File: src/rtl/freq_bcd_to_bin_pkg.sv
// rtl/freq_bcd_to_bin_pkg.sv - shared widths, limits and FSM states for the BCD-to-binary frequency converter
// Contents: result/BCD widths, shift count, saturation value, digit widths, FSM state type.
package freq_pkg;

  localparam int BIN_W   = 12;
  localparam int BCD_W   = 15;
  localparam int N_SHIFT = 12;
  localparam int THOU_W  = 3;
  localparam int DIG_W   = 4;
  localparam int CNT_W   = 4;

  localparam logic [BIN_W-1:0] FREQ_MAX = 12'hFFF;

  typedef enum logic [1:0] {
    ST_IDLE  = 2'd0,
    ST_SHIFT = 2'd1,
    ST_DONE  = 2'd2
  } state_t;

  // A 4-bit digit field is illegal BCD when it holds 10..15.
  function automatic logic digit_invalid(input logic [DIG_W-1:0] d);
    return d > 4'd9;
  endfunction

endpackage

File: src/rtl/freq_bcd_to_bin_if.sv
// rtl/freq_bcd_to_bin_if.sv - request/result bundle between digit-entry logic and the converter
// Signals: start, thousand[2:0], hundred/ten/one[3:0] (requester -> converter);
//          busy, done, data_out[11:0], err (converter -> requester).
// Modports: master = requester, slave = converter.
interface freq_bcd_to_bin_if
  import freq_pkg::*;
();

  logic              start;
  logic [THOU_W-1:0] thousand;
  logic [DIG_W-1:0]  hundred;
  logic [DIG_W-1:0]  ten;
  logic [DIG_W-1:0]  one;
  logic              busy;
  logic              done;
  logic [BIN_W-1:0]  data_out;
  logic              err;

  modport master (
    output start, thousand, hundred, ten, one,
    input  busy, done, data_out, err
  );

  modport slave (
    input  start, thousand, hundred, ten, one,
    output busy, done, data_out, err
  );

endinterface

File: src/rtl/freq_bcd_to_bin_digit_adj.sv
// rtl/freq_bcd_to_bin_digit_adj.sv - reverse double-dabble digit correction
// Ports: din[3:0] digit after the right shift, dout[3:0] corrected digit.
// A digit >= 8 after shifting received a carried-in 8 that is really 5 (10/2), so subtract 3.
module bcd_digit_adj
  import freq_pkg::*;
(
  input  logic [DIG_W-1:0] din,
  output logic [DIG_W-1:0] dout
);

  assign dout = (din >= 4'd8) ? (din - 4'd3) : din;

endmodule

File: src/rtl/freq_bcd_to_bin.sv
// rtl/freq_bcd_to_bin.sv - iterative 4-digit BCD to 12-bit binary converter with start/busy/done handshake
// Ports: clk, rst_n (async active-low), bus (freq_bcd_to_bin_if.slave):
//        start/thousand/hundred/ten/one in; busy/done/data_out/err out, all registered.
module freq_bcd_to_bin
  import freq_pkg::*;
(
  input  logic                 clk,
  input  logic                 rst_n,
  freq_bcd_to_bin_if.slave     bus
);

  state_t             state;
  logic [BCD_W-1:0]   bcd;
  logic [BIN_W-1:0]   bin;
  logic [CNT_W-1:0]   count;
  logic               busy_q;
  logic               done_q;
  logic [BIN_W-1:0]   data_q;
  logic               err_q;

  logic [BCD_W+BIN_W-1:0] shifted;
  logic [BCD_W-1:0]       sh_bcd;
  logic [BIN_W-1:0]       sh_bin;
  logic [DIG_W-1:0]       adj_h;
  logic [DIG_W-1:0]       adj_t;
  logic [DIG_W-1:0]       adj_o;
  logic [BCD_W-1:0]       nxt_bcd;
  logic                   in_invalid;
  logic                   last_shift;

  // One step: shift {bcd, bin} right, then correct the three 4-bit digits.
  assign shifted = {bcd, bin} >> 1;
  assign sh_bcd  = shifted[BCD_W+BIN_W-1:BIN_W];
  assign sh_bin  = shifted[BIN_W-1:0];

  bcd_digit_adj u_adj_h (.din(sh_bcd[11:8]), .dout(adj_h));
  bcd_digit_adj u_adj_t (.din(sh_bcd[7:4]),  .dout(adj_t));
  bcd_digit_adj u_adj_o (.din(sh_bcd[3:0]),  .dout(adj_o));

  // The thousand field's top bit is zero after a shift, so it never reaches 8.
  assign nxt_bcd = {sh_bcd[14:12], adj_h, adj_t, adj_o};

  // A thousand of 5..7 is not flagged here; it leaves a nonzero residue instead.
  assign in_invalid = digit_invalid(bus.hundred) | digit_invalid(bus.ten) |
                      digit_invalid(bus.one);

  assign last_shift = (count == CNT_W'(N_SHIFT - 1));

  always_ff @(posedge clk or negedge rst_n) begin
    if (!rst_n) begin
      state  <= ST_IDLE;
      bcd    <= '0;
      bin    <= '0;
      count  <= '0;
      busy_q <= 1'b0;
      done_q <= 1'b0;
      data_q <= '0;
      err_q  <= 1'b0;
    end else begin
      case (state)
        ST_IDLE: begin
          done_q <= 1'b0;
          if (bus.start) begin
            bcd   <= {bus.thousand, bus.hundred, bus.ten, bus.one};
            bin   <= '0;
            count <= '0;
            if (in_invalid) begin
              state  <= ST_DONE;
              done_q <= 1'b1;
              data_q <= '0;
              err_q  <= 1'b1;
            end else begin
              state  <= ST_SHIFT;
              busy_q <= 1'b1;
            end
          end
        end

        ST_SHIFT: begin
          bcd   <= nxt_bcd;
          bin   <= sh_bin;
          count <= count + 1'b1;
          // Result is registered on the final shift so done and data_out appear together.
          if (last_shift) begin
            state  <= ST_DONE;
            busy_q <= 1'b0;
            done_q <= 1'b1;
            if (nxt_bcd != '0) begin
              data_q <= FREQ_MAX;
              err_q  <= 1'b1;
            end else begin
              data_q <= sh_bin;
              err_q  <= 1'b0;
            end
          end
        end

        ST_DONE: begin
          done_q <= 1'b0;
          state  <= ST_IDLE;
        end

        default: begin
          state  <= ST_IDLE;
          busy_q <= 1'b0;
          done_q <= 1'b0;
        end
      endcase
    end
  end

  assign bus.busy     = busy_q;
  assign bus.done     = done_q;
  assign bus.data_out = data_q;
  assign bus.err      = err_q;

endmodule
File: src/flat_wrapper.sv
// flat-port wrapper written by rule: the top's interface ports become plain ports
module freq_bcd_to_bin_flat import freq_pkg::*;
  (clk, rst_n, bus_start, bus_thousand, bus_hundred, bus_ten, bus_one, bus_busy, bus_done, bus_data_out, bus_err);
  freq_bcd_to_bin_if bus_i ();
  input  logic clk;
  input  logic rst_n;
  input wire logic [$bits(bus_i.start)-1:0] bus_start;
  input wire logic [$bits(bus_i.thousand)-1:0] bus_thousand;
  input wire logic [$bits(bus_i.hundred)-1:0] bus_hundred;
  input wire logic [$bits(bus_i.ten)-1:0] bus_ten;
  input wire logic [$bits(bus_i.one)-1:0] bus_one;
  output wire logic [$bits(bus_i.busy)-1:0] bus_busy;
  output wire logic [$bits(bus_i.done)-1:0] bus_done;
  output wire logic [$bits(bus_i.data_out)-1:0] bus_data_out;
  output wire logic [$bits(bus_i.err)-1:0] bus_err;
  assign bus_i.start = bus_start;
  assign bus_i.thousand = bus_thousand;
  assign bus_i.hundred = bus_hundred;
  assign bus_i.ten = bus_ten;
  assign bus_i.one = bus_one;
  assign bus_busy = bus_i.busy;
  assign bus_done = bus_i.done;
  assign bus_data_out = bus_i.data_out;
  assign bus_err = bus_i.err;
  freq_bcd_to_bin u_core (.clk(clk), .rst_n(rst_n), .bus(bus_i));
endmodule
File: config.mk
export PLATFORM = sky130hd
export DESIGN_NAME = freq_bcd_to_bin_flat
export DESIGN_NICKNAME = d
export VERILOG_FILES = /design/src/rtl/freq_bcd_to_bin_pkg.sv /design/src/rtl/freq_bcd_to_bin_if.sv /design/src/rtl/freq_bcd_to_bin_digit_adj.sv /design/src/rtl/freq_bcd_to_bin.sv /design/src/flat_wrapper.sv
export SDC_FILE = /design/constraint.sdc
export NUM_CORES = 1
export LEC_CHECK = 0
export BUFFER_PORTS_ARGS = -buffer_cell sky130_fd_sc_hd__clkbuf_2
export CAP_MARGIN = 0
export CORE_ASPECT_RATIO = 2
export CORE_MARGIN = 2
export CORE_UTILIZATION = 55
export DETAILED_ROUTE_END_ITERATION = 6
export PLACE_DENSITY = 0.82
export SLEW_MARGIN = 0
export SYNTH_ARGS = -nofsm -noshare
export SYNTH_HDL_FRONTEND = slang
export SYNTH_HIERARCHICAL = 1
export SYNTH_SLANG_ARGS = --single-unit
export TNS_END_PERCENT = 1
File: constraint.sdc
create_clock -name clk -period 2.3 [get_ports clk]
set_input_delay 0.115 -clock clk [delete_from_list [all_inputs] [get_ports clk]]
set_output_delay 0.115 -clock clk [all_outputs]
set_load 0.05 [all_outputs]
==> results of run 1 <==
[stage by stage]
step	instances	utilization	area (sq um)
after floorplan	226	-	2310
after global placement	304	0.617	2500
after detailed placement	304	0.617	2500
after CTS	313	0.652	2640
after global routing	313	0.652	2640
final	313	0.652	2640
[critical path, delay by kind of cell (launching register included)]
kind	cells	cell delay, ps
compound gates	2	330
xor+xnor	1	140
fa+ha+maj	1	210
buf+inv	1	190
flops	1	430
simple gates	3	670
[cell usage in the layout (no fill, tap or decap)]
master          n
ha_1            7
nand2_1        20
clkbuf_8        5
nand2b_1        4
a2bb2oi_1       1
nor2_1          2
xnor2_1         3
a22o_1         12
a21oi_1         8
nor3_1          1
inv_1          21
and2_4          1
bufinv_16       2
a311oi_1        1
nor4_1          3
nand3b_1        1
nand4_1         2
clkbuf_2       32
buf_4           6
a31oi_1         1
o21bai_2        1
xor2_1          3
dlygate4sd3_1   1
o21ai_0        49
dfrtp_1        47
a32o_1          1
nand3_1         2
nor2b_4         1
nor2b_1         4
clkbuf_1        1
mux2i_1        15
and3_1          1
nand3b_2        1
a211oi_4        1
[report_power, final]
part	switching [mW]	total, mW	internal, mW
Sequential	0.232	1.25	1.02
Combinational	0.668	1.11	0.444
Clock	0.266	0.701	0.434
Total	1.17	3.06	1.90
[routing by layer]
layer,GRT usage,up-vias
met5,0,-
met4,0.125,0
met3,0.0282,14
met2,0.402,37
met1,0.238,809
li1,-,851
[flip-flops by register name, indices dropped and copies added (netlist names)]
signal	count
u_core/count	4
u_core/state	2
u_core/bcd	15
u_core/bin	11
u_core/bus.busy	1
u_core/bus.data_out	12
u_core/bus.err	1
u_core/bus.done	1
[worst paths after layout]
check,from,end,cells past startpoint
worst max-delay path,u_core/bcd[9],u_core/bus.data_out[7],8
worst min-delay path,bus_thousand[2],u_core/bcd[14],2
worst max register to register,u_core/bcd[9],u_core/bus.data_out[7],8
worst min register to register,u_core/bin[1],u_core/bin[1],1
max in group asynchronous,rst_n,u_core/bcd[7],3
min in group asynchronous,rst_n,u_core/bus.data_out[3],2
[kinds of logic (layout without fill, tap and decap cells)]
logic type / count (synthesis) / after routing
compound gates: 75 / 75
flops: 47 / 47
mux: 15 / 15
buf+inv: 33 / 68
xor+xnor: 6 / 6
fa+ha+maj: 7 / 7
simple gates: 43 / 43
[final cells by class]
type,count,share of cell area
clock buffer,6,0.0275
tap,52,0.0246
multi-input combinational,146,0.368
sequential,47,0.445
timing repair buffer,39,0.0815
inverter,21,0.0299
clock inverter,2,0.0227
==> run_results.csv, run 1 <==
group,metric,value,unit
synthesis,synth_top_family_by_area,"compound AO/OA/AOI/OAI gates",
timing,fmax,469,MHz
timing,final.period_utilization,0.926,
timing,skew,4.41,ps
cts,cts_max_level,2,
placement,place.detailed.hpwl,3.47,mm
detailed_routing,route.detailed.drc,0,
synthesis,ys_top_cells_by_count,"49 x o21ai_0, 47 x dfrtp_1, 21 x inv_1",
placement,place_ws,192,ps
cts,clkTransAtPathRegs,80,ps
timing,setup_slack,169,ps
synthesis,synthMuxAreaShare,0.0650,
floorplanning,design.portCount,33,
final_layout,area_growth,14.3,%
synthesis,synth_xor_area_frac,0.0228,
global_routing,grt_antenna_before_repair,0,
setup_path,cp_cell_sequence,"ha_1 -> nand2b_1 -> xnor2_1 -> nor4_1 -> nand4_1 -> buf_4 -> o21ai_0 -> o21ai_0",
detailed_routing,routed.top_layer,"met4",
setup_path,r2r_setup_slack,170,ps
final_layout,layout.area.seq,0.00118,sq mm
final_layout,multiInputGateArea,972,sq um
detailed_routing,drt-total-wl,4.61,mm
floorplanning,rows,33,
detailed_routing,via_count,1711,
synthesis,synthDistinctLibCells,32,
run_status,outcome,"complete, no violations",
synthesis,syn_inst,226,
power,power,3.06,mW
floorplanning,coreArea,0.00405,sq mm
floorplanning,initial_utilization,0.571,
final_layout,drive_above_1_share,0.192,
timing,worst_pin_slew,737,ps
cts,cts_resized,0,
job,cap_violations,0,
cts,clk_path_buf_depth,2,
synthesis,avgSynthCellArea,10.2,sq um
synthesis,synth_area,0.00231,sq mm
detailed_routing,drtIter0Drc,30,
detailed_routing,wl_met3,130,um
power,total_leakage_power,1.30,nW
detailed_routing,viasPerCell,5.47,
cts,cts-buffers-inserted,5,
setup_path,critPathCaptureType,"register",
global_routing,grt_pass1_vias,1752,
timing,rsz0062_at_grt,"no",
synthesis,synthArstFlopShare,1.00,
timing,slew_headroom,0.508,
detailed_routing,final_antenna_net_count,0,
final_layout,nFillCells,362,
timing,setup_viol,0,
timing,timing.setup.tns,0,ps
floorplanning,fp.dieH,95.6,um
detailed_routing,wl_met1,1.78,mm
timing,min_period,2130,ps
timing,drv_slew,0,
setup_path,required,2460,ps
cts,clkLatencyLatePin,300,ps
timing,holdWs,73.8,ps
setup_path,cpMostUsedCell,"o21ai_0",
synthesis,synth_nets,251,
global_routing,grt_pass1_wl,7.86,mm
setup_path,cpPeakStageDelay,430,ps
floorplanning,die_w,49.8,um
synthesis,yosysWarnings,6,
synthesis,yosysSeqAreaShare,0.509,
setup_path,cp.arrival,2290,ps
synthesis,synth_edf_count,0,
detailed_routing,routed-wl-met2,2.51,mm
timing,final_hold_viol_count,0,
cts,post_cts_buffers,0,
final_layout,nets,285,
setup_path,cpMaxStageDelayCell,"dfrtp_1",
floorplanning,die_area,0.00477,sq mm
global_routing,grt-ovfl-total,0,
synthesis,synth.top_cell.area_share,0.509,
power,power_density,1160,mW/mm^2
cts,cts_tree,"built",
placement,placement.io_buffers,32,
cts,cts.root.buffer_cell,"clkbuf_8",
global_routing,track_usage,0.220,
cts,ctsHoldBuffers,1,
setup_path,startpoint_type,"register",
detailed_routing,first_pass_iters,4,
synthesis,yosys_most_used_dff,"dfrtp_1",
synthesis,synth_most_common_cell,"o21ai_0",
synthesis,synth_compound_area_frac,0.197,
global_routing,grt_max_degree,30,
power,max-vdd-ir-drop,0.949,mV
synthesis,synth_adder_area_share,0.0379,
cts,cts.sinks,47,
synthesis,synthSimpleGateAreaFrac,0.0980,
synthesis,synth_area_leaders,"dfrtp_1 51%, o21ai_0 11%, mux2i_1 6.5%",
detailed_routing,wire_per_inst,14.7,um
setup_path,worst-path-max-fanout,13,
setup_path,path_class,"reg -> reg",
final_layout,diodes,0,
worst_hold_path,hp-class,"in -> reg",
placement,gp_congestion,0.815,
synthesis,synth_top_cell_by_area,"dfrtp_1",
synthesis,synth-seq-cells,47,
(Power assumes the default switching activity.)
==> run 2, diff against run 1 <==
Settings changed: CORE_UTILIZATION 55 to 56, PLACE_DENSITY 0.82 to 0.78.
==> run 2 against run 1 <==
Effect of this change: combinational power about the same; wire length up 0.11%; register-to-register slack worse by 97 ps; critical path type unchanged; utilization down 0.37 points; non-clock buffer count down 2; critical endpoint is now u_core/bus.data_out[11]; cell count down 0.64%; largest cell class unchanged; total power up 0.19%.
==> run_results.csv, run 2 (synthesis gave the netlist of run 1 again) <==
group,metric,value,unit
run_status,outcome,"complete, no violations",
power,sequentialPowerShare,0.407,
detailed_routing,viasPerCell,5.49,
timing,timing.setup.tns,0,ps
worst_hold_path,hp-class,"in -> reg",
job,cap_violations,0,
global_routing,grt_use_met1,0.245,
global_routing,busiest_layer,"met2",
floorplanning,die_w,49.4,um
cts,cts-buffers-inserted,5,
timing,min_period,2230,ps
setup_path,worst-path-max-fanout,13,
detailed_routing,first_pass_iters,4,
global_routing,use_met3,0.0285,
cts,cts_max_level,2,
setup_path,path_class,"reg -> reg",
cts,ctsHoldBuffers,1,
cts,cts_resized,0,
final_layout,final_common_cell,"o21ai_0",
cts,cts_tree,"built",
cts,cts.sinks,47,
final_layout,diodes,0,
setup_path,cp.arrival,2390,ps
detailed_routing,wire_per_inst,14.8,um
power,p_int,1.89,mW
power,clkPwrFrac,0.228,
detailed_routing,drt-total-wl,4.61,mm
global_routing,track_usage,0.217,
final_layout,nFillCells,371,
final_layout,area_growth,13.7,%
global_routing,grt_max_degree,46,
setup_path,critPathCaptureType,"register",
placement,placement.io_buffers,32,
floorplanning,initial_utilization,0.571,
setup_path,cpMaxStageDelayCell,"dfrtp_1",
timing,worst_pin_slew,605,ps
timing,drv_slew,0,
global_routing,grt_pass1_wl,7.76,mm
placement,place.detailed.hpwl,3.35,mm
setup_path,cp_cell_sequence,"ha_1 -> nand2b_1 -> xnor2_1 -> nor4_1 -> nand4_1 -> buf_4 -> o21ai_0 -> o21ai_0",
floorplanning,rows,33,
floorplanning,fp.dieH,94.8,um
floorplanning,design.portCount,33,
cts,post_cts_buffers,0,
final_layout,drive_above_1_share,0.185,
detailed_routing,drtIter0Drc,37,
cts,clk_path_buf_depth,2,
timing,final.period_utilization,0.969,
cts,clkTransAtPathRegs,80,ps
floorplanning,die_area,0.00469,sq mm
timing,skew,3.04,ps
timing,slew_headroom,0.595,
detailed_routing,final_antenna_net_count,0,
detailed_routing,route.detailed.drc,0,
power,power_switching,1.18,mW
cts,clkLatencyLatePin,290,ps
timing,fmax,449,MHz
setup_path,cpPeakStageDelay,450,ps
global_routing,grt-ovfl-total,0,
power,switching_share,0.384,
power,power_density,1170,mW/mm^2
global_routing,grt_antenna_before_repair,0,
setup_path,startpoint_type,"register",
power,max-vdd-ir-drop,0.893,mV
timing,final_hold_viol_count,0,
global_routing,grt_pass1_vias,1667,
final_layout,largest_register_ffs,15,
setup_path,required,2460,ps
final_layout,final_cell_mix,"49 x o21ai_0, 47 x dfrtp_1, 32 x clkbuf_2",
global_routing,grt_use_met2,0.390,
final_layout,nets,283,
power,power,3.07,mW
detailed_routing,via_count,1707,
setup_path,cpMostUsedCell,"o21ai_0",
floorplanning,coreArea,0.00405,sq mm
power,power_frac_comb,0.366,
cts,cts.root.buffer_cell,"clkbuf_8",
placement,gp_congestion,0.829,
power,total_leakage_power,1.29,nW
setup_path,crit_family,"simple AND/OR/NAND/NOR gates",
setup_path,crit_buf_inv,1,
final_layout,top_register,"u_core/bcd",
timing,setup_viol,0,
-- run 2: cell types whose count changed in the layout (fill, tap and decap cells not counted) --
cell   before  now
buf_4       6    4
-- run 2: worst reg2reg max path, cell delays in order (launching register included) --
cell and delay, ps:
dfrtp_1 450, ha_1 230, nand2b_1 150, xnor2_1 160, nor4_1 400, nand4_1 170
buf_4 210, o21ai_0 200, o21ai_0 130
-- run 2: cell type report --
class	count	area [sq um]	share of cell area
clock inverters	2	60.1	0.0229
clock buffers	6	72.6	0.0276
multi-input cells	146	972	0.370
inverters	21	78.8	0.0300
repair buffers	37	200	0.0763
flip-flops and latches	47	1180	0.448
well taps	52	65.1	0.0248
-- run 2: layer usage --
metal | vias up | wire, um
met4 | 0 | 171
li1 | 836 | -
met1 | 820 | 1770
met5 | - | 0
met2 | 39 | 2550
met3 | 12 | 117
-- run 2: worst paths after layout --
path / from / end / slack, ps / depth (start not counted)
hold / removal: bus_thousand[2] / u_core/bcd[14] / 70 / 2
setup reg to reg: u_core/bcd[9] / u_core/bus.data_out[11] / 70 / 8
setup / recovery: u_core/bcd[9] / u_core/bus.data_out[11] / 70 / 8
hold reg to reg: u_core/count[3] / u_core/count[3] / 510 / 1
max in group asynchronous: rst_n / u_core/state[0] / 1260 / 3
min in group asynchronous: rst_n / u_core/bus.data_out[0] / 290 / 2
-- run 2: power groups by stage --
stage	clock (mW)	combinational, mW	sequential, mW
after floorplan	0	0.888	1.25
final	0.700	1.12	1.25
after global routing	0.753	1.25	1.28
after global placement	0	1.06	1.26
after detailed placement	0	1.09	1.27
after CTS	0.715	1.11	1.25
-- run 2: stage by stage --
stage	setup WS (ps)	instances	hold WS (ps)	utilization	instance area (sq um)
3_5_place_dp	152	302	81.3	0.613	2480
6_report	72.0	311	74.4	0.649	2630
5_1_grt	-0.000666	311	81.7	0.649	2630
4_1_cts	90.1	311	69.0	0.649	2630
3_3_place_gp	241	302	80.5	0.613	2480
2_1_floorplan	490	226	-181	-	2310
==> run 3, diff against run 2 <==
Settings changed: CELL_PAD_IN_SITES_DETAIL_PLACEMENT from default to 1, CELL_PAD_IN_SITES_GLOBAL_PLACEMENT from default to 1, CORE_UTILIZATION 56 to 44, PLACE_DENSITY 0.78 to default, PLACE_DENSITY_LB_ADDON from default to 0.1, RECOVER_POWER from default to 50.
==> run 3 against run 2 <==
Effect of this change: worst hold slack worse by 4.7 ps; clock-buffer cell count decreased by 1; utilization shrank 13 points; wire length rose by 22%; first-iteration DRC count up 8.1%; die area is 26% higher; sequential cell count unchanged; total power grew 0.64%; cell count increased by 3.9%; clock power down 12%; critical path depth stayed put; critical path type unchanged; largest cell class unchanged; largest power group unchanged; highest routed layer unchanged.
==> run_results.csv, run 3 (synthesis gave the netlist of run 1 again) <==
group,metric,value,unit
cts,clkLatencyLatePin,300,ps
setup_path,worst-path-max-fanout,13,
timing,skew,8.07,ps
timing,setup_viol,0,
job,cap_violations,0,
timing,holdWs,69.7,ps
final_layout,nFillCells,606,
cts,cts.sinks,47,
floorplanning,rows,37,
global_routing,busiest_layer,"met2",
power,power_density,1170,mW/mm^2
detailed_routing,wire_per_inst,17.4,um
timing,rsz0062_at_grt,"no",
timing,slew_headroom,0.417,
placement,gp_congestion,0.777,
detailed_routing,via_count,1766,
detailed_routing,final_antenna_net_count,0,
setup_path,r2r_setup_slack,150,ps
placement,placement.io_buffers,32,
final_layout,nets,289,
timing,timing.setup.tns,0,ps
final_layout,largest_register_ffs,15,
power,total_leakage_power,1.26,nW
final_layout,area_growth,14.2,%
cts,cts_max_level,2,
cts,cts.root.buffer_cell,"clkbuf_8",
setup_path,r2r-start,"u_core/bcd[9]",
final_layout,multiInputGateArea,975,sq um
placement,place_inst,314,
detailed_routing,drt-total-wl,5.61,mm
detailed_routing,route.detailed.drc,0,
final_layout,fin_cells,323,
timing,fmax,465,MHz
global_routing,grt-ovfl-total,0,
global_routing,use_met3,0.0231,
cts,cts-buffers-inserted,5,
global_routing,grt_pass1_wl,9.23,mm
timing,setup_slack,148,ps
final_layout,final_cell_mix,"49 x o21ai_0, 47 x dfrtp_1, 21 x inv_1",
global_routing,grt_antenna_before_repair,0,
cts,cts_tree,"built",
global_routing,grt_use_met2,0.388,
setup_path,required,2460,ps
floorplanning,die_w,55.2,um
floorplanning,initial_utilization,0.454,
floorplanning,fp.dieH,106,um
setup_path,cp.arrival,2320,ps
detailed_routing,first_pass_iters,4,
global_routing,grt_max_degree,36,
cts,clk_path_buf_depth,2,
timing,final_hold_viol_count,0,
final_layout,layout.area.seq,0.00118,sq mm
cts,clkTransAtPathRegs,90,ps
detailed_routing,viasPerCell,5.47,
timing,worst_pin_slew,875,ps
worst_hold_path,worstHoldStart,"bus_thousand[2]",
global_routing,track_usage,0.202,
timing,min_period,2150,ps
setup_path,path_class,"reg -> reg",
floorplanning,die_area,0.00588,sq mm
final_layout,drive_above_1_share,0.147,
setup_path,critPathCaptureType,"register",
run_status,outcome,"complete, no violations",
floorplanning,design.portCount,33,
setup_path,crit_path_start,"u_core/bcd[9]",
placement,place.detailed.hpwl,4.06,mm
global_routing,grt_use_met1,0.217,
cts,post_cts_buffers,0,
power,max-vdd-ir-drop,0.697,mV
final_layout,diodes,0,
final_layout,final_common_cell,"o21ai_0",
placement,place_ws,49.7,ps
worst_hold_path,hp-class,"in -> reg",
global_routing,grt_pass1_vias,1881,
timing,final.period_utilization,0.936,
final_layout,top_register,"u_core/bcd",
power,power,3.09,mW
detailed_routing,drtIter0Drc,40,
setup_path,startpoint_type,"register",
floorplanning,coreArea,0.00509,sq mm
timing,drv_slew,0,
==> run 3: routing by layer <==
metal	wire length, um	part of all wire	up-vias
met4	125	0.022	0
li1	-	-	852
met3	130	0.023	9
met5	0	0	-
met1	2170	0.39	874
met2	3190	0.57	31
==> run 3: timing repair <==
action / 4_1_cts / 5_1_grt
resized for setup: 0 / 1
setup endpoints to repair: 0 / 13
hold buffers: 1 / 0
endpoints found under the hold margin: 33 / 0
==> run 3: through the flow <==
stage	cell area, sq um	utilization
after detailed placement	2530	0.498
final	2640	0.518
after floorplan	2310	-
after global routing	2640	0.518
after global placement	2530	0.498
after CTS	2660	0.522
==> run 3: report_power, final <==
group | switching, mW | internal [mW] | total (mW)
Combinational | 0.727 | 0.489 | 1.22
Sequential | 0.239 | 1.02 | 1.26
Clock | 0.293 | 0.324 | 0.617
Total | 1.26 | 1.83 | 3.09
==> run 3: cell type report <==
cell class                      instances  area share
Sequential cell                        47       0.446
Clock buffer                            5      0.0261
Multi-Input combinational cell        146       0.370
Clock inverter                          3      0.0166
Tap cell                               58      0.0275
Inverter                               21      0.0299
Timing Repair Buffer                   43      0.0844
==> run 3: final timing paths <==
path | depth (start not counted) | end
max in group asynchronous | 3 | u_core/bcd[13]
min in group asynchronous | 2 | u_core/bus.data_out[2]
max | 8 | u_core/bus.data_out[7]
min | 2 | u_core/bcd[14]
min reg2reg | 1 | u_core/count[3]
max reg2reg | 8 | u_core/bus.data_out[7]
==> run 3: worst max-delay path: stages (launching register included) <==
cell and delay [ps]:
dfrtp_1 430, ha_1 220, nand2b_1 170, xnor2_1 180, nor4_2 370, nand4_1 140
buf_4 210, o21ai_0 180, o21ai_0 120
